### src/rtl/systolic_result_collector.sv
// systolic_result_collector
//
// Purpose:
//   Consumes the skewed column sums leaving a systolic array frame,
//   re-aligns them into whole result rows, buffers the rows in a small
//   row FIFO and streams them out on a valid/ready interface.
//   storage_ready is high only when the FIFO can absorb one full tile,
//   so a tile is never started without guaranteed space.
//
// Optional feature:
//   COLLECTOR_RELU_EN - when defined, each element is clamped at FIFO
//   write time (negative -> 0, non-negative unchanged). No added latency.
//
// Ports:
//   clk            single clock, rising edge
//   reset          synchronous, active-high; clears all state
//   sum_in         skewed column sums, one DATA_SIZE word per column
//   sum_valid      high for MATRIX_SIZE consecutive cycles per tile
//   storage_ready  space for a full tile is guaranteed
//   row_data       de-skewed row at the FIFO head (0 when empty)
//   row_valid      FIFO not empty
//   row_ready      consumer accepts the head row
//   row_last       head row is the last row of its tile
//   overflow_err   sticky: a tile started without credit
//   protocol_err   sticky: sum_valid gap in CAPTURE or sum_valid in FLUSH
//   state_dbg      current FSM state (IDLE=0, CAPTURE=1, FLUSH=2)
//   credits_dbg    current credit count (free rows not yet reserved)
//
// Handshake: a row transfers on every rising edge where row_valid and
// row_ready are both high. While row_valid is high and row_ready is low,
// row_data and row_last stay stable; row_valid never drops without a
// transfer (except on reset).

module systolic_result_collector #(
  parameter int MATRIX_SIZE = 2,
  parameter int DATA_SIZE   = 32,
  parameter int DEPTH       = 4
) (
  input  logic                                  clk,
  input  logic                                  reset,
  input  logic [MATRIX_SIZE-1:0][DATA_SIZE-1:0] sum_in,
  input  logic                                  sum_valid,
  output logic                                  storage_ready,
  output logic [MATRIX_SIZE-1:0][DATA_SIZE-1:0] row_data,
  output logic                                  row_valid,
  input  logic                                  row_ready,
  output logic                                  row_last,
  output logic                                  overflow_err,
  output logic                                  protocol_err,
  output logic [1:0]                            state_dbg,
  output logic [$clog2(DEPTH+1)-1:0]            credits_dbg
);

  localparam int CW = $clog2(DEPTH + 1);   // credit / fill counter width
  localparam int AW = $clog2(DEPTH);       // FIFO pointer width
  localparam int BW = $clog2(MATRIX_SIZE); // beat / flush counter width

  typedef logic [MATRIX_SIZE-1:0][DATA_SIZE-1:0] row_t;

  typedef enum logic [1:0] {
    S_IDLE    = 2'd0,
    S_CAPTURE = 2'd1,
    S_FLUSH   = 2'd2
  } state_t;

  // ---------------------------------------------------------------------
  // FSM: state register and next-state logic
  // ---------------------------------------------------------------------
  state_t          state, state_next;
  logic [BW-1:0]   cnt, cnt_next;
  logic            beat_ok;     // this beat belongs to an accepted tile
  logic            beat_last;   // this beat carries row N-1 in column 0
  logic            tile_start;
  logic            flush_done;
  logic            ovf_set;
  logic            prot_set;

  always_ff @(posedge clk) begin
    if (reset) begin
      state <= S_IDLE;
      cnt   <= '0;
    end else begin
      state <= state_next;
      cnt   <= cnt_next;
    end
  end

  always_comb begin
    state_next = state;
    cnt_next   = cnt;
    beat_ok    = 1'b0;
    beat_last  = 1'b0;
    tile_start = 1'b0;
    flush_done = 1'b0;
    ovf_set    = 1'b0;
    prot_set   = 1'b0;
    case (state)
      S_IDLE: begin
        if (sum_valid) begin
          if (storage_ready) begin
            // Beat 0 is consumed here, so CAPTURE starts counting at 1.
            beat_ok    = 1'b1;
            tile_start = 1'b1;
            cnt_next   = BW'(1);
            state_next = S_CAPTURE;
          end else begin
            ovf_set = 1'b1;
          end
        end
      end
      S_CAPTURE: begin
        if (sum_valid) begin
          beat_ok = 1'b1;
          if (cnt == BW'(MATRIX_SIZE - 1)) begin
            beat_last  = 1'b1;
            cnt_next   = '0;
            state_next = S_FLUSH;
          end else begin
            cnt_next = cnt + BW'(1);
          end
        end else begin
          // Truncated tile: rows never captured are simply not written;
          // their reserved credits come back at FLUSH exit.
          prot_set   = 1'b1;
          cnt_next   = '0;
          state_next = S_FLUSH;
        end
      end
      S_FLUSH: begin
        if (sum_valid) prot_set = 1'b1;
        // N-1 cycles lets the longest column delay drain.
        if (cnt == BW'(MATRIX_SIZE - 2)) begin
          flush_done = 1'b1;
          cnt_next   = '0;
          state_next = S_IDLE;
        end else begin
          cnt_next = cnt + BW'(1);
        end
      end
      default: begin
        state_next = S_IDLE;
        cnt_next   = '0;
      end
    endcase
  end

  assign state_dbg = state;

  // ---------------------------------------------------------------------
  // De-skew: column j lags column 0 by j cycles, so it is delayed by
  // N-1-j stages to line up with the last column. The beat valid and the
  // last-row flag travel through N-1 stages alongside.
  // ---------------------------------------------------------------------
  row_t aligned;

  for (genvar j = 0; j < MATRIX_SIZE; j++) begin : g_col
    localparam int DLY = MATRIX_SIZE - 1 - j;
    if (DLY == 0) begin : g_pass
      assign aligned[j] = sum_in[j];
    end else begin : g_dly
      logic [DATA_SIZE-1:0] sr [DLY];
      always_ff @(posedge clk) begin
        if (reset) begin
          for (int s = 0; s < DLY; s++) sr[s] <= '0;
        end else begin
          sr[0] <= sum_in[j];
          for (int s = 1; s < DLY; s++) sr[s] <= sr[s-1];
        end
      end
      assign aligned[j] = sr[DLY-1];
    end
  end

  logic [MATRIX_SIZE-2:0] vld_dly;
  logic [MATRIX_SIZE-2:0] last_dly;

  always_ff @(posedge clk) begin
    if (reset) begin
      vld_dly  <= '0;
      last_dly <= '0;
    end else begin
      vld_dly[0]  <= beat_ok;
      last_dly[0] <= beat_last;
      for (int s = 1; s < MATRIX_SIZE - 1; s++) begin
        vld_dly[s]  <= vld_dly[s-1];
        last_dly[s] <= last_dly[s-1];
      end
    end
  end

  logic wr_en;
  logic wr_last;
  row_t wr_row;

  assign wr_en   = vld_dly[MATRIX_SIZE-2];
  assign wr_last = last_dly[MATRIX_SIZE-2];

  // Write-path element mux; the only difference between builds.
  always_comb begin
    wr_row = '0;
    for (int j = 0; j < MATRIX_SIZE; j++) begin
`ifdef COLLECTOR_RELU_EN
      wr_row[j] = aligned[j][DATA_SIZE-1] ? '0 : aligned[j];
`else
      wr_row[j] = aligned[j];
`endif
    end
  end

  // ---------------------------------------------------------------------
  // Row FIFO (show-ahead: head entry is read straight from storage)
  // ---------------------------------------------------------------------
  row_t            mem_data [DEPTH];
  logic [DEPTH-1:0] mem_last;
  logic [AW-1:0]   wr_ptr, rd_ptr;
  logic [CW-1:0]   fifo_count;
  logic            push, pop;

  // Credit control makes a full-FIFO push impossible; the guard only
  // protects stored rows if that invariant were ever broken.
  assign push = wr_en && (fifo_count != CW'(DEPTH));
  assign pop  = row_valid && row_ready;

  always_ff @(posedge clk) begin
    if (push) begin
      mem_data[wr_ptr] <= wr_row;
      mem_last[wr_ptr] <= wr_last;
    end
  end

  always_ff @(posedge clk) begin
    if (reset) begin
      wr_ptr     <= '0;
      rd_ptr     <= '0;
      fifo_count <= '0;
    end else begin
      if (push) wr_ptr <= wr_ptr + AW'(1);
      if (pop)  rd_ptr <= rd_ptr + AW'(1);
      case ({push, pop})
        2'b10:   fifo_count <= fifo_count + CW'(1);
        2'b01:   fifo_count <= fifo_count - CW'(1);
        default: fifo_count <= fifo_count;
      endcase
    end
  end

  assign row_valid = (fifo_count != '0);
  // Storage is not reset, so the outputs are forced to 0 while empty.
  assign row_data  = row_valid ? mem_data[rd_ptr] : '0;
  assign row_last  = row_valid ? mem_last[rd_ptr] : 1'b0;

  // ---------------------------------------------------------------------
  // Credits: free FIFO rows not yet reserved by a tile in flight
  // ---------------------------------------------------------------------
  logic [CW-1:0] credits, credits_next;
  logic [CW-1:0] rows_written;
  logic [CW-1:0] rows_total;

  // Includes a write landing on the FLUSH exit edge itself.
  assign rows_total = rows_written + CW'(wr_en);

  always_comb begin
    credits_next = credits;
    if (tile_start) credits_next = credits_next - CW'(MATRIX_SIZE);
    if (pop)        credits_next = credits_next + CW'(1);
    // Return the reservation for rows a truncated tile never produced.
    if (flush_done) credits_next = credits_next + (CW'(MATRIX_SIZE) - rows_total);
  end

  always_ff @(posedge clk) begin
    if (reset) begin
      credits      <= CW'(DEPTH);
      rows_written <= '0;
    end else begin
      credits <= credits_next;
      if (tile_start)  rows_written <= '0;
      else if (wr_en)  rows_written <= rows_written + CW'(1);
    end
  end

  assign storage_ready = (credits >= CW'(MATRIX_SIZE));
  assign credits_dbg   = credits;

  // ---------------------------------------------------------------------
  // Sticky error flags
  // ---------------------------------------------------------------------
  always_ff @(posedge clk) begin
    if (reset) begin
      overflow_err <= 1'b0;
      protocol_err <= 1'b0;
    end else begin
      if (ovf_set)  overflow_err <= 1'b1;
      if (prot_set) protocol_err <= 1'b1;
    end
  end

endmodule

### config.mk
export PLATFORM = sky130hd
export DESIGN_NAME = systolic_result_collector
export DESIGN_NICKNAME = d
export VERILOG_FILES = /design/src/rtl/systolic_result_collector.sv
export SDC_FILE = /design/constraint.sdc
export NUM_CORES = 1
export LEC_CHECK = 0
export ABC_AREA = 1
export CORE_MARGIN = 4
export CORE_UTILIZATION = 55
export CTS_BUF_LIST = sky130_fd_sc_hd__clkbuf_8
export CTS_CLUSTER_DIAMETER = 80
export CTS_CLUSTER_SIZE = 25
export DETAILED_ROUTE_END_ITERATION = 8
export GPL_TIMING_DRIVEN = 1
export PLACE_DENSITY = 0.86
export SLEW_MARGIN = 20
export SYNTH_ARGS = -nofsm -noshare
export SYNTH_HDL_FRONTEND = slang
export SYNTH_SLANG_ARGS = --single-unit
### constraint.sdc
create_clock -name clk -period 10.59 [get_ports clk]
set_clock_uncertainty 0.05 [all_clocks]
set_input_delay 2.118 -clock clk [delete_from_list [all_inputs] [get_ports clk]]
set_output_delay 2.118 -clock clk [all_outputs]
set_load 0.02 [all_outputs]
* Yosys cells after proc, flatten, opt, wreduce, memory -nomap -nowiden
Memories as Yosys holds them, arrays and structs flattened. A register that Yosys moved wholly into a read port is not among the register bits.
Index checks and enable logic that the tools add are counted.
** Storage, ports and cells
- Memories kept :: 2
- Logic and storage cells :: 96
- Output and inout bits :: 74
- Memory bits (writable) :: 288
- Input port bits :: 68
- Bits in registers :: 24
** Operators by class
- Add/subtract/negate cells :: 11
- $lt $le $gt $ge :: 4
- Muxes and demuxes :: 45
- Bitwise gates (word level) :: 2
- Reductions and logical operators :: 11
- Equal/unequal tests :: 9
** Memories
- mem_data :: depth 4, width 64, rd ports 1, clocked after Yosys merged registers in 1, wr ports 1, RTL line 213 : row_t mem_data [DEPTH];
- g_col[0].g_dly.sr :: depth 1, width 32, rd ports 1, clocked after Yosys merged registers in 0, wr ports 1, RTL line 161 : logic [DATA_SIZE-1:0] sr [DLY];
** Operators by type and width (count)
- $mux W64 :: 1
- $mux W32 :: 1
- $reduce_or A32 Y1 :: 1
- $mux W1 :: 25
- $mux W2 :: 7
- $add A3 B1 Y3 const B :: 3
- $mux W3 :: 3
- $lt A2 B3 Y1 const B :: 2
- $ne A2 B2 Y1 const B :: 3
- $ne A3 B3 Y1 const B :: 2
- $pmux W2 S3 :: 1
- $pmux W3 S2 :: 1
- $add A2 B1 Y2 const B :: 2
- $bwmux W4 :: 1
- $eq A2 B1 Y1 const B :: 2
- $eq A2 B2 Y1 const B :: 2
- $pmux W1 S2 :: 2
- $reduce_and A4 Y1 :: 1
- $add A3 B1 Y3 :: 1
- $add A3 B3 Y3 :: 1
- $ge A3 B2 Y1 const B :: 1
- $logic_and A1 B1 Y1 :: 3
- $pmux W1 S3 :: 1
- $reduce_bool A3 Y1 :: 1
- other kinds (13) :: 14

* Logic depth before layout (Yosys ltp)
- Depth in word-level cells :: 9
- Depth in mapped cells :: 21
- Mapped depth without buffers :: 21

* Least setup slack after synthesis
OpenSTA, ideal clock, no wires.
- Kind :: reg-to-reg
- Start :: reg vld_dly
- End :: mem mem_data[0][0] (netlist name), enable pin
- Slack :: 6.492 ns
- Stages on the path, launching flop included :: 5
- Buffers on the path :: 0
- Period minus slack after synthesis :: 4.098 ns
- Data required time :: 10.052 ns
- Library setup time :: 0.488 ns
- Arrival time :: 3.560 ns
- Cells stage by stage :: dfxtp_1 > inv_1 > a31oi_1 > inv_1 > nor2_1
** Between the ends
- Word-level cells in the longest chain between the ends :: 3
** RTL lines
- from (decl) :: RTL line 174 : logic [MATRIX_SIZE-2:0] vld_dly;
- from (signal, indexed assignment) :: RTL line 185 : vld_dly[s] <= vld_dly[s-1];
- $logic_and A1 B1 Y1 :: RTL line 221 : assign push = wr_en && (fifo_count != CW'(DEPTH));
- $mux W1 :: RTL line 225 : if (push) begin
- $mux W1 (not written as such) :: RTL line 226 : mem_data[wr_ptr] <= wr_row;
- to (decl) :: RTL line 213
Every way passes these cells.

==> impl_metrics.toml <==
[critical_path]
required_ns = 8.42
critical_path.endpoint_type = "output pin"
critPathTopFamily = "buffers and inverters"
crit_fanout = 84
start_kind = "register"
cp_slowest_stage_delay_ns = 0.75
ff2ff_setup_slack_ns = 7.75
worst_path_max_delay_cell = "buf_4"
cp.arrival_ns = 3.35
rr_endpoint = "mem_data[2][0]"
path_common_cell = "nor2_1"
reg2reg_from = "vld_dly"
crit_buf_inv = 2
worstPathCellList = "buf_4, nor2_1, nor2_1, o21ai_0, a21oi_1, clkdlybuf4s50_1"
worstRegToRegCells = 5
crit_type = "register to output pin"

[min_path]
min_from = "last_dly"
worst_hold_path.endpoint = "mem_last[1]"
min_path_type = "register to register"
worstHoldPathCells = 0

[cts]
cts_max_path_buffers = 3
cts_max_level = 1
clk_pin_slew_ns = 0.13
cts_buffers = 16
post_cts_resized = 0
cts.sinks = 314
cts_tree = "built"
clock_latency_ns = 0.53
postCtsSetupBuffers = 0
cts-root-buf = "clkbuf_8"
ctsHoldBuffers = 0

[final_layout]
multi_input_area_um2 = 2743
num_antenna_cells = 0
layout-drive-gt1-share_pct = 4.692
fin_area_um2 = 14010
register_area_um2 = 8894
syn_to_final_growth_pct = 14.90
fill_cells = 1602
final_cells = 1431
final_util_pct = 64.21
layout_common_cells = "301 x nor2_1, 260 x edfxtp_1, 140 x clkdlybuf4s50_1"
mostFrequentLayoutCell = "nor2_1"
nets = 1223

[drt]
routed_wl_um = 23920
routedWlPerCell_um = 16.72
ant_nets = 0
first_iter_violations = 460
drc = 0
routed_via_density = 5.322
vias = 7616
dr.pass1.iters = 5

[pwr]
p_comb_share_pct = 37.7
p_int_mw = 2.021
swShare_pct = 35.58
power.density_nw_per_um2 = 223.8
peakVddDrop_v = 0.0001874
clkPwrFrac_pct = 15.3
switching_power_mw = 1.116
p_total_mw = 3.137
p_leak_nw = 4.945
pwr-share-seq_pct = 46.9

[place]
port_buffers = 141
place_congestion = 0.7728
dp_cells = 1406
place_hpwl_um = 14140
placed_area_um2 = 13740

[timing]
tightest_slew_ns = 0.9367
slew_viol_final = 0
setup_viol = 0
tns_ns = 0
slew_headroom_pct = 37.56
final-hold-violation-count = 0
min_period_ns = 5.521
rsz0062_at_grt = "false"
fmax_mhz = 181.1
period_share_pct = 52.14

[floorplan]
core-area_um2 = 21820
io_pins = 142
num_rows = 54
dieWidth_um = 156.9
dieHeight_um = 156.9
dieArea_um2 = 24620
initial_core_util_pct = 55.89

[yosys]
synth_nets = 1107
netlist_area_um2 = 12200
yosysSeqAreaShare_pct = 72.88
ys_top_cells_by_area = "edfxtp_1 64%, nor2_1 9.4%, dfxtp_1 8.9%"
avgSynthCellArea_um2 = 11.86
syn_inst = 1028
synth_warnings = 0
yosysUniqueCellTypes = 27
yosys.area.top_type = "edfxtp_1"
yosys.area.top_type_share_pct = 64.01
ys_ff_latch = 314

[outcome]
status = "finished clean"

[global_routing]
antenna_found_initial = 0
grt_pass1_wl_um = 37930
grt_max_degree = 129
grt_overflow = 0
grt_use_total_pct = 19.33
grt_pass1_vias = 7647

[job]
drv_cap = 0
[metal layers]
layer / vias to the layer above / track usage [%] / routed length (um)
met2: 205 / 34.14 / 12290
met4: 0 / 5.000 / 422
met3: 33 / 2.969 / 1323
met5: - / 0 / 0
li1: 3726 / - / -
met1: 3652 / 25.26 / 9886
[logic make-up after synthesis]
| logic type | Yosys count | synth area share, % |
|---|---|---|
| xor gates and xnor gates | 1 | 0.07182 |
| adders and majority gates | 11 | 1.252 |
| and+or+nand+nor | 352 | 11.61 |
| AOI/OAI and AO/OA | 225 | 9.304 |
| buffers and inverters | 125 | 4.883 |
| DFF | 314 | 72.88 |
[synthesized netlist by cell type, drive strengths merged]
master  instances
ha              9
nor2          306
nor3            2
o21ai         139
a21oi          83
o211ai          1
buf            36
clkbuf         17
dfxtp          54
inv            72
nand3          16
xnor2           1
fa              2
edfxtp        260
a31oi           2
nand2          28
[layout make-up]
cell class | count | share of cell area, %
Inverter | 72 | 1.938
Timing Repair Buffer | 151 | 10.60
Multi-Input combinational cell | 589 | 19.57
Clock inverter | 8 | 0.2589
Sequential cell | 314 | 63.46
Clock buffer | 17 | 1.670
Tap cell | 280 | 2.500
[through the flow]
stage	hold slack, ns	worst slack [ns]
after global placement	0.3969	5.712
after CTS	0.4273	5.046
after global routing	0.4549	4.819
final	0.4285	5.069
after floorplan	0.3883	6.492
after detailed placement	0.4079	5.635
[worst max-delay path by stage]
stage | start | end | slack, ns | cells past startpoint
finish | register | row_data[29] | 5.07 | 6
global route | register | row_data[26] | 4.82 | 6
CTS | register | row_data[58] | 5.05 | 6
detailed placement | register | row_data[58] | 5.64 | 6
global placement | register | row_data[31] | 5.71 | 6
floorplan | vld_dly | mem_data[0][0] | 6.49 | 4
[state kept, by name, summed over array words and instances (netlist names), 2 cells and up, named ones only]
register / count
rd_ptr: 2
wr_ptr: 2
credits_dbg: 3
mem_data: 256
g_col.g_dly.sr: 32
fifo_count: 3
rows_written: 3
mem_last: 4
state_dbg: 2
[power by group through the flow]
stage / combinational [mW] / clock [mW] / sequential [mW]
final: 1.18 / 0.481 / 1.47
after global routing: 1.29 / 0.545 / 1.48
after CTS: 1.19 / 0.497 / 1.47
after detailed placement: 1.19 / 0 / 1.50
after global placement: 1.17 / 0 / 1.50
after floorplan: 0.734 / 0 / 1.48
(Power assumes the default switching activity.)
